## config.mk

```make
export PLATFORM = sky130hd
export DESIGN_NAME = id_stage
export DESIGN_NICKNAME = d
export VERILOG_FILES = /design/src/rtl/id_stage.sv
export SDC_FILE = /design/constraint.sdc
export NUM_CORES = 2
export LEC_CHECK = 0
export BUFFER_PORTS_ARGS = -buffer_cell sky130_fd_sc_hd__buf_4
export CORE_ASPECT_RATIO = 0.75
export CORE_MARGIN = 2
export CORE_UTILIZATION = 50
export DETAILED_ROUTE_END_ITERATION = 12
export GPL_ROUTABILITY_DRIVEN = 1
export HOLD_SLACK_MARGIN = 0.1
export PLACE_DENSITY = 0.66
export SLEW_MARGIN = 5
export SYNTH_ARGS = -nofsm -noshare
export SYNTH_HDL_FRONTEND = slang
export SYNTH_SLANG_ARGS = --single-unit
```

## constraint.sdc

```tcl
create_clock -name clk -period 2.37 [get_ports clk]
set_input_delay 0.237 -clock clk [delete_from_list [all_inputs] [get_ports clk]]
set_output_delay 0.237 -clock clk [all_outputs]
set_load 0.01 [all_outputs]
```

## src/rtl/id_stage.sv

```systemverilog
// Decode/operand-fetch stage: 32-entry register file plus a one-deep valid/ready operand register.
// Optional macro ID_STAGE_BYPASS_EN forwards same-cycle writeback data into captured operands.
module id_stage #(
   parameter int unsigned n_bits = 32
) (
   input  logic              clk,
   input  logic              rst_n,
   input  logic              in_valid,
   output logic              in_ready,
   input  logic [4:0]        rs,
   input  logic [4:0]        rt,
   input  logic [15:0]       imm,
   input  logic              alu_src,
   input  logic [2:0]        alu_ctrl_in,
   input  logic              we,
   input  logic [4:0]        wa,
   input  logic [n_bits-1:0] wd,
   input  logic              flush,
   output logic              out_valid,
   input  logic              out_ready,
   output logic [n_bits-1:0] srca,
   output logic [n_bits-1:0] srcb,
   output logic [2:0]        ALUControl,
   output logic [n_bits-1:0] rt_data
);

   logic [n_bits-1:0] rf_q [32];

   logic              out_valid_q, out_valid_d;
   logic [n_bits-1:0] srca_q, srca_d;
   logic [n_bits-1:0] srcb_q, srcb_d;
   logic [n_bits-1:0] rt_data_q, rt_data_d;
   logic [2:0]        alu_ctrl_q, alu_ctrl_d;

   logic              accept;
   logic              wr_en;
   logic [n_bits-1:0] rd_a, rd_b, imm_ext;

   assign wr_en    = we && (wa != 5'd0);
   assign in_ready = !out_valid_q || out_ready;
   // Flush has priority over a same-cycle accept.
   assign accept   = in_valid && in_ready && !flush;
   assign imm_ext  = {{(n_bits - 16){imm[15]}}, imm};

   always_comb begin
      rd_a = rf_q[rs];
      rd_b = rf_q[rt];
`ifdef ID_STAGE_BYPASS_EN
      if (wr_en && (wa == rs)) rd_a = wd;
      if (wr_en && (wa == rt)) rd_b = wd;
`endif
   end

   always_ff @(posedge clk or negedge rst_n) begin
      if (!rst_n) begin
         for (int i = 0; i < 32; i++) rf_q[i] <= '0;
      end else if (wr_en) begin
         rf_q[wa] <= wd;
      end
   end

   always_comb begin
      out_valid_d = out_valid_q;
      srca_d      = srca_q;
      srcb_d      = srcb_q;
      rt_data_d   = rt_data_q;
      alu_ctrl_d  = alu_ctrl_q;
      if (flush) begin
         out_valid_d = 1'b0;
      end else if (accept) begin
         out_valid_d = 1'b1;
         srca_d      = rd_a;
         srcb_d      = alu_src ? imm_ext : rd_b;
         rt_data_d   = rd_b;
         alu_ctrl_d  = alu_ctrl_in;
      end else if (out_ready) begin
         out_valid_d = 1'b0;
      end
   end

   always_ff @(posedge clk or negedge rst_n) begin
      if (!rst_n) begin
         out_valid_q <= 1'b0;
         srca_q      <= '0;
         srcb_q      <= '0;
         rt_data_q   <= '0;
         alu_ctrl_q  <= 3'b000;
      end else begin
         out_valid_q <= out_valid_d;
         srca_q      <= srca_d;
         srcb_q      <= srcb_d;
         rt_data_q   <= rt_data_d;
         alu_ctrl_q  <= alu_ctrl_d;
      end
   end

   assign out_valid  = out_valid_q;
   assign srca       = srca_q;
   assign srcb       = srcb_q;
   assign rt_data    = rt_data_q;
   assign ALUControl = alu_ctrl_q;

endmodule

```

==> impl_metrics.tcl <==
set metrics [dict create \
    drc 0 \
    synth_cell_types 46 \
    startpoint_type "flop" \
    layout_min_cycle_time_ps 2177 \
    maxCapViolations 0 \
    wire_per_inst_um 31.45 \
    clk_latency_ps 740 \
    netlist_area_um2 58970 \
    hold_depth 4 \
    ios 174 \
    cp_max_fo 63 \
    antenna_found_initial 4 \
    synth-edff-count 0 \
    die_x_um 400.5 \
    yosysTopAreaCell "dfrtp_1" \
    avgSynthCellArea_um2 12.66 \
    yosysMostFrequentCell "dfrtp_1" \
    r2r_end "srcb[3]" \
    fmax_ghz 0.4593 \
    rr_worst_depth 7 \
    rsz0062_at_grt "false" \
    timing.rr.start "out_valid" \
    worst_hold_path_type "primary input to flop" \
    dieArea_um2 120700 \
    crit_buf_inv 3 \
    vias_per_cell 6.598 \
    syn_nets 4730 \
    ys.flop_type "dfrtp_1" \
    arrival_ps 2830 \
    globalplace.congestion 0.8522 \
    grt_pass1_vias 42114 \
    cts_tree "built" \
    holdWs_ps 178.3 \
    worstSetupPathType "flop to flop" \
    drtAntennaViolNets 0 \
    cts.sinks 1124 \
    drtPass1Iterations 5 \
    die_h_um 301.4 \
    power.density_nw_per_um2 818.3 \
    cts_buffers 112 \
    h-tree-depth 3 \
    worst-path-stages 7 \
    r2r_slack_ps 190 \
    synthArstFlopShare_pct 100.0 \
    status "completed" \
    rows 109 \
    p_total_w 0.05634 \
    cts_root_buffer "clkbuf_16" \
    synth_warnings 0 \
    leakagePower_nw 32.27 \
    yosys-top-cells-count "dfrtp_1 (1124), mux2_2 (988), mux2i_1 (969)" \
    utilization_pct 58.63 \
    yosysTopAreaCellShare_pct 47.70 \
    finalInstanceArea_um2 68850 \
    via_count 42852 \
    slowest_delay_ps 590 \
    hold_start "rt[3]" \
    slew_viol_final 0 \
    worst_pin_slew_ps 1049 \
    initial_core_util_pct 50.22 \
    fp.coreArea_um2 117400 \
    clkTransAtPathRegs_ps 70 \
    grt_pass1_wl_um 297700 \
    dp_hpwl_um 123200 \
    syn_to_final_growth_pct 16.76 \
    drive_above_1_share_pct 36.04 \
    crit_chain "nor2b_1 > inv_1 > nand3b_1 > clkbuf_16 > a21oi_1 > dlygate4sd3_1 > o22ai_1" \
    holdPathEnd "rt_data[20]" \
    endpoint_kind "flop" \
    fin_skew_ps 28.39 \
    wl_um 204300 \
    synthCells 4657 \
    setup_viol 0 \
    drtIter0Drc 4460 \
    track_usage_pct 33.32 \
    final.setup.tns_ps 0 \
    ir_drop_v 0.0006603 \
    final-hold-violation-count 0 \
    nNetsFinal 4917 \
    ys_seq_elements 1124 \
    grt.overflow.total 0 \
    clock_path_buffers 3 \
    fin_crit_sh_pct 91.86 \
    relSlewSlack_pct 29.92 \
    grt_max_degree 72 \
    dpl-instance-area_um2 64350 \
    slowest_stage "dlygate4sd3_1" \
    crit_family "buffers and inverters" \
    ys_top_cells_by_area "dfrtp_1 (48%), mux2_2 (19%), mux2i_1 (16%)" \
    crit_required_ps 3020 \
    io_buffers 173 \
    seq_area_frac_synth_pct 47.70 \
]
-- worst max-delay path by stage --
stage                     startpoint   endpoint
after CTS                  out_valid    srcb[3]
final                      out_valid    srcb[3]
after detailed placement       rt[0]   srcb[10]
after floorplan                wa[0]  rf_q[769]
after global placement         rt[0]   srcb[18]
after global routing       out_valid   srcb[13]
-- flip-flops by register name, summed over array words and instances (netlist names) --
signal / count
srca: 32
rt_data: 32
ALUControl: 3
srcb: 32
rf_q: 1024
out_valid: 1
-- per-layer routing --
layer | share of wire (%) | vias up | routed length [µm] | GRT usage, %
li1 | - | 17874 | - | -
met5 | 0.012 | - | 25 | 0
met3 | 10 | 355 | 21290 | 10.12
met4 | 2.7 | 4 | 5428 | 8.856
met2 | 41 | 1997 | 83880 | 46.74
met1 | 46 | 22622 | 93680 | 49.76
-- metrics by stage --
| stage | std cells | worst slack (ps) |
|---|---|---|
| floorplan | 4657 | 536.8 |
| global placement | 6221 | 28.41 |
| detailed placement | 6221 | 13.24 |
| CTS | 6492 | 102.5 |
| global route | 6493 | 91.79 |
| finish | 6495 | 192.8 |
-- cells by family (layout without fill, tap and decap cells) --
| logic type | after synthesis | count (layout) | share of synthesized area, % |
|---|---|---|---|
| multiplexers | 1999 | 1999 | 36.79 |
| flip-flops | 1124 | 1124 | 47.70 |
| AO/OA/AOI/OAI | 800 | 800 | 9.669 |
| buffers and inverters | 505 | 787 | 4.068 |
| AND/OR/NAND/NOR | 229 | 229 | 1.778 |
| other | 0 | 2 | 0 |
-- placed cells by master, fill, tap and decap left out, types with 14 or more instances in the layout --
master / Yosys / final
dfrtp_1: 1124 / 1124
dlygate4sd3_1: 0 / 61
clkbuf_8: 0 / 25
o22ai_1: 47 / 47
or2_2: 15 / 15
a22o_1: 64 / 64
or4_1: 15 / 15
nand2_1: 133 / 120
a21oi_1: 190 / 190
clkbuf_16: 0 / 114
nor2_1: 31 / 18
mux4_2: 31 / 31
buf_4: 47 / 373
clkbuf_1: 284 / 25
mux2_2: 988 / 988
o21ai_1: 15 / 15
a22oi_1: 333 / 333
nor2_4: 0 / 14
o41ai_1: 32 / 32
a221oi_1: 64 / 64
clkinv_2: 0 / 25
buf_12: 0 / 136
mux2i_1: 969 / 969
-- final cells by class --
cell class                 instances  area (µm²)
antenna                            2       5.005
clock buffer                     163        3266
clock inverter                    46       591.8
fill                            9376       48570
inverter                           3       11.26
multi-input combinational       3028       28690
sequential                      1124       28130
tap                             1554        1944
timing repair buffer             575        6215
-- timing repair --
action | CTS | global route
setup endpoints to repair | 0 | 4
hold endpoints to repair | 1840 | 0
hold buffers | 62 | 0
gates resized for setup | 0 | 1
buffers inserted | 0 | 1
-- worst register-to-register path, stage by stage (launching register included) --
cell and delay, ps:
dfrtp_1 340, nor2b_1 260, inv_1 90, nand3b_1 170, clkbuf_16 400, a21oi_1 120
dlygate4sd3_1 590, o22ai_1 130
-- power breakdown --
part           total (W)  internal, W  leakage [nW]  switching, W
registers         0.0259       0.0228          14.4       0.00311
logic             0.0115      0.00620          16.0       0.00534
clock network     0.0189       0.0109          1.91       0.00800
(Power assumes the default switching activity.)
